## src/rtl/id_ex_stage.sv

```systemverilog
// ID/EX pipeline register: decodes the IF/ID instruction, detects load-use
// hazards against the instruction already in ID/EX, and registers the result.
module id_ex_stage (
  input  logic        clk,
  input  logic        rst,
  input  logic [31:0] if_id_inst,
  input  logic [31:0] if_id_pc,
  input  logic        if_id_valid,
  input  logic [31:0] rs_data,
  input  logic [31:0] rt_data,
  input  logic        flush,
  output logic [31:0] id_ex_inst,
  output logic [31:0] id_ex_pc,
  output logic [31:0] id_ex_rs_data,
  output logic [31:0] id_ex_rt_data,
  output logic [31:0] id_ex_imm,
  output logic [4:0]  id_ex_dest,
  output logic        id_ex_reg_write,
  output logic        id_ex_mem_read,
  output logic        id_ex_mem_write,
  output logic        id_ex_branch,
  output logic        id_ex_valid,
  output logic        id_ex_illegal,
  output logic        stall
);

  typedef enum logic [5:0] {
    OP_RTYPE = 6'b000000,
    OP_ORI   = 6'b000001,
    OP_SUBI  = 6'b000110,
    OP_ADDUI = 6'b000111,
    OP_LH    = 6'b001000,
    OP_SB    = 6'b001001,
    OP_BNE   = 6'b001011
  } opcode_e;

  typedef enum logic [5:0] {
    FN_SLL  = 6'b000010,
    FN_XNOR = 6'b000100,
    FN_NAND = 6'b000101
  } funct_e;

  logic [5:0]  opcode, funct;
  logic [4:0]  rs_idx, rt_idx, rd_idx;
  logic [31:0] imm_sext, imm_zext;

  logic        dec_legal, dec_use_rt, dec_rw, dec_mr, dec_mw, dec_br;
  logic [4:0]  dec_dest;
  logic [31:0] dec_imm;

  logic        hazard, load;

  logic [31:0] inst_q, inst_d, pc_q, pc_d, rs_q, rs_d, rt_q, rt_d, imm_q, imm_d;
  logic [4:0]  dest_q, dest_d;
  logic        rw_q, rw_d, mr_q, mr_d, mw_q, mw_d, br_q, br_d;
  logic        valid_q, valid_d, ill_q, ill_d;

  assign opcode   = if_id_inst[31:26];
  assign funct    = if_id_inst[5:0];
  assign rs_idx   = if_id_inst[25:21];
  assign rt_idx   = if_id_inst[20:16];
  assign rd_idx   = if_id_inst[15:11];
  assign imm_sext = {{16{if_id_inst[15]}}, if_id_inst[15:0]};
  assign imm_zext = {16'h0000, if_id_inst[15:0]};

  always_comb begin
    dec_legal  = 1'b0;
    dec_use_rt = 1'b0;
    dec_mr     = 1'b0;
    dec_mw     = 1'b0;
    dec_br     = 1'b0;
    dec_dest   = '0;
    dec_imm    = '0;
    case (opcode)
      OP_RTYPE: begin
        dec_legal  = (funct == FN_SLL) || (funct == FN_XNOR) || (funct == FN_NAND);
        dec_use_rt = dec_legal;
        dec_dest   = rd_idx;
      end
      OP_ORI, OP_ADDUI: begin
        dec_legal = 1'b1;
        dec_dest  = rt_idx;
        dec_imm   = imm_zext;
      end
      OP_SUBI: begin
        dec_legal = 1'b1;
        dec_dest  = rt_idx;
        dec_imm   = imm_sext;
      end
      OP_LH: begin
        dec_legal = 1'b1;
        dec_mr    = 1'b1;
        dec_dest  = rt_idx;
        dec_imm   = imm_sext;
      end
      OP_SB: begin
        dec_legal  = 1'b1;
        dec_use_rt = 1'b1;
        dec_mw     = 1'b1;
        dec_imm    = imm_sext;
      end
      OP_BNE: begin
        dec_legal  = 1'b1;
        dec_use_rt = 1'b1;
        dec_br     = 1'b1;
        dec_imm    = imm_sext;
      end
      default: ;
    endcase
    dec_rw = dec_legal && (dec_dest != 5'd0);
  end

  // Illegal instructions read no sources, so they can never trigger a stall.
  assign hazard = (dest_q != 5'd0) &&
                  ((dec_legal && (dest_q == rs_idx)) || (dec_use_rt && (dest_q == rt_idx)));
  assign stall  = !rst && valid_q && mr_q && hazard && if_id_valid && !flush;
  assign load   = if_id_valid && !flush && !stall && dec_legal;

  always_comb begin
    ill_d   = if_id_valid && !flush && !stall && !dec_legal;
    valid_d = load;
    inst_d  = load ? if_id_inst : '0;
    pc_d    = load ? if_id_pc   : '0;
    rs_d    = load ? rs_data    : '0;
    rt_d    = load ? rt_data    : '0;
    imm_d   = load ? dec_imm    : '0;
    dest_d  = load ? dec_dest   : '0;
    rw_d    = load && dec_rw;
    mr_d    = load && dec_mr;
    mw_d    = load && dec_mw;
    br_d    = load && dec_br;
  end

  always_ff @(posedge clk or posedge rst) begin
    if (rst) begin
      inst_q  <= '0;
      pc_q    <= '0;
      rs_q    <= '0;
      rt_q    <= '0;
      imm_q   <= '0;
      dest_q  <= '0;
      rw_q    <= 1'b0;
      mr_q    <= 1'b0;
      mw_q    <= 1'b0;
      br_q    <= 1'b0;
      valid_q <= 1'b0;
      ill_q   <= 1'b0;
    end else begin
      inst_q  <= inst_d;
      pc_q    <= pc_d;
      rs_q    <= rs_d;
      rt_q    <= rt_d;
      imm_q   <= imm_d;
      dest_q  <= dest_d;
      rw_q    <= rw_d;
      mr_q    <= mr_d;
      mw_q    <= mw_d;
      br_q    <= br_d;
      valid_q <= valid_d;
      ill_q   <= ill_d;
    end
  end

  assign id_ex_inst      = inst_q;
  assign id_ex_pc        = pc_q;
  assign id_ex_rs_data   = rs_q;
  assign id_ex_rt_data   = rt_q;
  assign id_ex_imm       = imm_q;
  assign id_ex_dest      = dest_q;
  assign id_ex_reg_write = rw_q;
  assign id_ex_mem_read  = mr_q;
  assign id_ex_mem_write = mw_q;
  assign id_ex_branch    = br_q;
  assign id_ex_valid     = valid_q;
  assign id_ex_illegal   = ill_q;

endmodule

```

## config.mk

```make
export PLATFORM = sky130hd
export DESIGN_NAME = id_ex_stage
export DESIGN_NICKNAME = d
export VERILOG_FILES = /design/src/rtl/id_ex_stage.sv
export SDC_FILE = /design/constraint.sdc
export NUM_CORES = 1
export LEC_CHECK = 0
export BUFFER_PORTS_ARGS = -buffer_cell sky130_fd_sc_hd__buf_2
export CAP_MARGIN = 10
export CORE_MARGIN = 4
export CORE_UTILIZATION = 44
export CTS_CLUSTER_SIZE = 40
export DETAILED_ROUTE_END_ITERATION = 12
export PLACE_DENSITY = 0.85
export SYNTH_ARGS = -nofsm -noshare
export SYNTH_HDL_FRONTEND = slang
export SYNTH_SLANG_ARGS = --single-unit
```

## constraint.sdc

```tcl
create_clock -name clk -period 5.8 [get_ports clk]
set_input_delay 0.29 -clock clk [delete_from_list [all_inputs] [get_ports clk]]
set_output_delay 0.29 -clock clk [all_outputs]
set_load 0.01 [all_outputs]
```

-- After elaboration in Yosys (flattened, before gate mapping)
Cells that the tools add are included.
Widths: inputs -> output; s select.
- add/sub/neg operators: 0
- multiply operators: 0
- div/mod/pow operators: 0
- $lt $le $gt $ge: 0
- equality and inequality tests: 11
- shifts and indexed selects: 0
- muxes and demuxes: 13
- bitwise logic cells: 0
- reductions and logical operators: 32
- operators by type and width (operator ; count):
    $mux 32 ; 5
    $pmux 32 s2 ; 1
    $eq 6x3->1 const B ; 4
    $eq 6x4->1 const B ; 3
    $logic_and 1x1->1 ; 17
    $eq 5x5->1 ; 2
    $pmux 5 s2 ; 1
    $reduce_bool 5->1 ; 2
    $reduce_or 4->1 ; 2
    $eq 6x1->1 const B ; 1
    $eq 6x2->1 const B ; 1
    $logic_not 6->1 ; 1
    $reduce_or 6->1 ; 1
    $mux 5 ; 1
    $logic_not 1->1 ; 4
    $pmux 1 s2 ; 2
    $reduce_or 2->1 ; 2
    $logic_or 1x1->1 ; 3
    $mux 1 ; 3
- register bits after elaboration: 171
- latch bits: 0
- RAM bits: 0
- memory bits (read-only): 0
- output and inout bits: 172
- memories: 0

-- Longest topological paths before layout
- depth in word-level cells: 14
- depth in mapped cells: 9

-- Least setup slack after synthesis
OpenSTA, ideal clock, no wires.
- kind: input to output
- start: input port if_id_inst[28]
- end: output port stall
- arrival: 1.799 ns
- required time: 5.510 ns
- setup slack: 3.711 ns
- stages on the path: 7
- buffers on the path: 2
- cells stage by stage: buf_2 > nor3_2 > o2111ai_1 > a2111oi_4 > buf_2 > nor2_1 > nor2_1
- longest elaborated chain between the ends: 9
- elaborated cells on any way between the ends: 18
- classes of those cells: eq/ne: 6; mux: 2; reduce/logical: 10
- RTL lines (what ; RTL line ; source):
    from (decl) ; 6 ; input logic [31:0] if_id_inst,
    $eq 6x4->1, or another cell as far along ; 74 ; case (opcode)
    $reduce_or 6->1 (no line) or $reduce_or 2->1 (tied branches) ; - ;
    $pmux 1 s2 ; 74 ;
    $logic_and 1x1->1 ; 115 ; ((dec_legal && (dest_q == rs_idx)) || (dec_use_rt && (dest_q == rt_idx)));
    $logic_or 1x1->1 (*) ; 115 ;
    $logic_and 1x1->1 (*) ; 114 ; assign hazard = (dest_q != 5'd0) &&
    $logic_and 1x1->1 (*) (3 in series) ; 116 ; assign stall = !rst && valid_q && mr_q && hazard && if_id_valid && !flush;
    to (decl) ; 24 ; output logic stall
Every way passes the cells marked *; elsewhere a longest branch is shown, timed or not.

-- Worst setup path in the final report
- start: register dest_q[1], in the netlist id_ex_dest[1]
- end: register imm_q[30], in the netlist id_ex_imm[30]
- longest elaborated chain between the ends: 11
- elaborated cells on any way between the ends: 14
- classes of those cells: eq/ne: 2; mux: 1; reduce/logical: 11
- RTL lines (what ; RTL line ; source):
    from (decl) ; 54 ; logic [4:0] dest_q, dest_d;
    from (signal assigned) ; 154 ; dest_q <= dest_d;
    $eq 5x5->1 ; 115 ;
    $logic_and 1x1->1 ; 115 ;
    $logic_or 1x1->1 ; 115 ;
    $logic_and 1x1->1 (*) ; 114 ;
    $logic_and 1x1->1 (*) (3 in series) ; 116 ;
    $logic_not 1->1 (*) ; 117 ; assign load = if_id_valid && !flush && !stall && dec_legal;
    $logic_and 1x1->1 (*) (2 in series) ; 117 ;
    $mux 32 (*) ; 126 ; imm_d = load ? dec_imm : '0;
    to (signal assigned) ; 153 ; imm_q <= imm_d;
    to (decl) ; 53 ; logic [31:0] inst_q, inst_d, pc_q, pc_d, rs_q, rs_d, rt_q, rt_d, imm_q, imm_d;
Marked as above.

==> results.tsv <==
metric	value	unit
synth.most_common_cell	dfrtp_1	
start_util	0.447	
ys_seq_elements	156	
clkSlewWorstSetupHoldPaths	60	ps
async_flop_share	1.00	
wl_per_cell	16.4	um
dp_hpwl	11100	um
crit_chain	or4_4 -> o21ai_4 -> nor4_2 -> nor3_4 -> buf_4 -> and4b_1	
slew_headroom	0.270	
cp_max_fo	86	
required	6150	ps
synth_ff_type	dfrtp_1	
placementRows	41	
synth_edf_count	0	
htree_levels	4	
postSynthAreaPerCell	13.7	um^2
finalCritPeriodShare	0.573	
hold_viol	17	
ir_worst_vdd	0.188	mV
synth_top_area_frac	0.695	
cts_made_buffers	17	
drv_slew	0	
ys_seq_area_frac	0.695	
hold_slack	-8.07	ps
drtIter0Drc	262	
layout-drive-gt1-share	0.485	
leakagePower	4.51	nW
post_cts_buffers	0	
numClockSinks	156	
skew	8.03	ps
arrival	3670	ps
timing.final.ws_setup	2480	ps
yosys.cell_types.count	40	
tightest_slew	1090	ps
synthesis.area	5620	um^2
fmax	301	MHz
clockBufferDepth	2	
synthCells	410	
drv_cap	0	
synth_top_area_cell	dfrtp_1	
tns	0	ps
crit_path_max_incr_delay	900	ps
cp-start-kind	register	
cp_slowest_cell	nor3_4	
antenna_found_initial	0	
clk_latency	420	ps
place_ws	2420	ps
overflow	0	
die_h	121	um
fin_util	0.611	
cts_resized	0	
antenna_left	0	
dr_total_vias	4032	
die_w	121	um
grt_first_pass_wirelength	22500	um
hold_class	in -> async	
io_buffers	303	
firstDrtPassIters	6	
dieArea	14600	um^2
clockRootBuffer	clkbuf_16	
rsz0062_at_grt	false	
reg2reg_depth	6	
grt_max_degree	87	
violations	negative hold slack	
num_antenna_cells	0	
instances_no_fill	884	
end_kind	register	
nets	831	
ys_warn_count	0	
critPathBufInv	1	
cp.depth	6	
drt-total-wl	14500	um
ios	304	
grt_pass1_vias	4337	
cts_tree	done	
ys_top_cells_by_area	dfrtp_1, and2_1, buf_4	
synth_commonest_cells	dfrtp_1, and2_1, buf_4	
fin_crit	3320	ps
coreArea	12600	um^2
path_class	reg -> reg	
drc	0	
viasPerCell	4.56	
crit_family	simple AND/OR/NAND/NOR gates	
powerDensity	293	nW/um^2
gp_congestion	0.891	
track_usage	0.201	
place_inst	852	
status	complete, but fails checks	
area_growth	36.8	%
finalSetupViolations	0	
ctsHoldBuffers	0	
## path summary, 6_finish.rpt
path	slack (ps)	startpoint	end
max	2480	id_ex_dest[1]$_DFF_PP0_	id_ex_imm[30]$_DFF_PP0_
min	-8	rst	id_ex_rs_data[1]$_DFF_PP0_
max reg2reg	2480	id_ex_dest[1]$_DFF_PP0_	id_ex_imm[30]$_DFF_PP0_
min reg2reg	1000	id_ex_dest[3]$_DFF_PP0_	id_ex_inst[27]$_DFF_PP0_
max in group asynchronous	4380	rst	id_ex_rt_data[7]$_DFF_PP0_
min in group clk	80	rt_data[2]	id_ex_rt_data[2]$_DFF_PP0_
## placed cells by master, fill, tap and decap left out, types with 2 or more instances in the layout
cell        Yosys  routed
o21ai_0         4       4
buf_4          15       2
and2_1        131     131
clkbuf_16       0      17
xnor2_1         9       9
nor2b_1         3       3
dfrtp_1       156     156
clkbuf_8        0       2
nor3_1          2       2
and3_1         10      10
nor2_1          8       8
o2111ai_1       2       2
and4b_1         2       2
or4_1           4       4
inv_1           3       2
clkbuf_1        9       2
nor4_1          9       9
a22oi_1         5       5
nor3_2          3       3
xor2_1          2       2
buf_2           5     303
nand2_1         3       3
clkinvlp_4      0       6
clkinv_2        0       4
conb_1          1       2
## flip-flops by register name (all words and copies together), names as in the netlist, 5 cells and up
signal / cells
id_ex_dest: 5
id_ex_imm: 17
id_ex_inst: 32
id_ex_pc: 32
id_ex_rs_data: 32
id_ex_rt_data: 32
## metal layers
layer,track usage,part of all wire,vias to the layer above,wire (um)
li1,-,-,1879,-
met3,0.0774,0.095,16,1370
met4,0.0595,0.012,0,180
met1,0.240,0.38,1934,5490
met2,0.339,0.51,203,7450
met5,0,0,-,0
## area by class of cell
class	count	area, um^2
fillers	997	4880
flip-flops and latches	156	3900
repair buffers	305	1530
multi-input cells	216	1460
clock buffers	21	460
well taps	172	215
clock inverters	11	95.1
inverters	3	16.3
## through the flow
stage / instance area [um^2] / power, mW
after floorplan: 5620 / 1.17
after global placement: 7130 / 1.24
after detailed placement: 7130 / 1.24
after CTS: 7680 / 2.27
after global routing: 7680 / 2.34
final: 7680 / 2.25
## power breakdown
group	total (mW)	switching (mW)	internal [mW]
Sequential	1.10	0.00287	1.10
Clock	1.03	0.420	0.609
Combinational	0.119	0.0673	0.0515
## kinds of logic (layout without fill, tap and decap cells)
group | Yosys count | count (layout) | synth area share
XOR/XNOR | 11 | 11 | 0.0172
AO/OA/AOI/OAI | 18 | 18 | 0.0312
other | 1 | 2 | 0.000668
adder cells (fa/ha/maj) | 1 | 1 | 0.00178
flip-flops | 156 | 156 | 0.695
AND/OR/NAND/NOR | 184 | 184 | 0.209
buffers and inverters | 39 | 340 | 0.0452
Note: power is estimated with default switching activity, not from simulation.
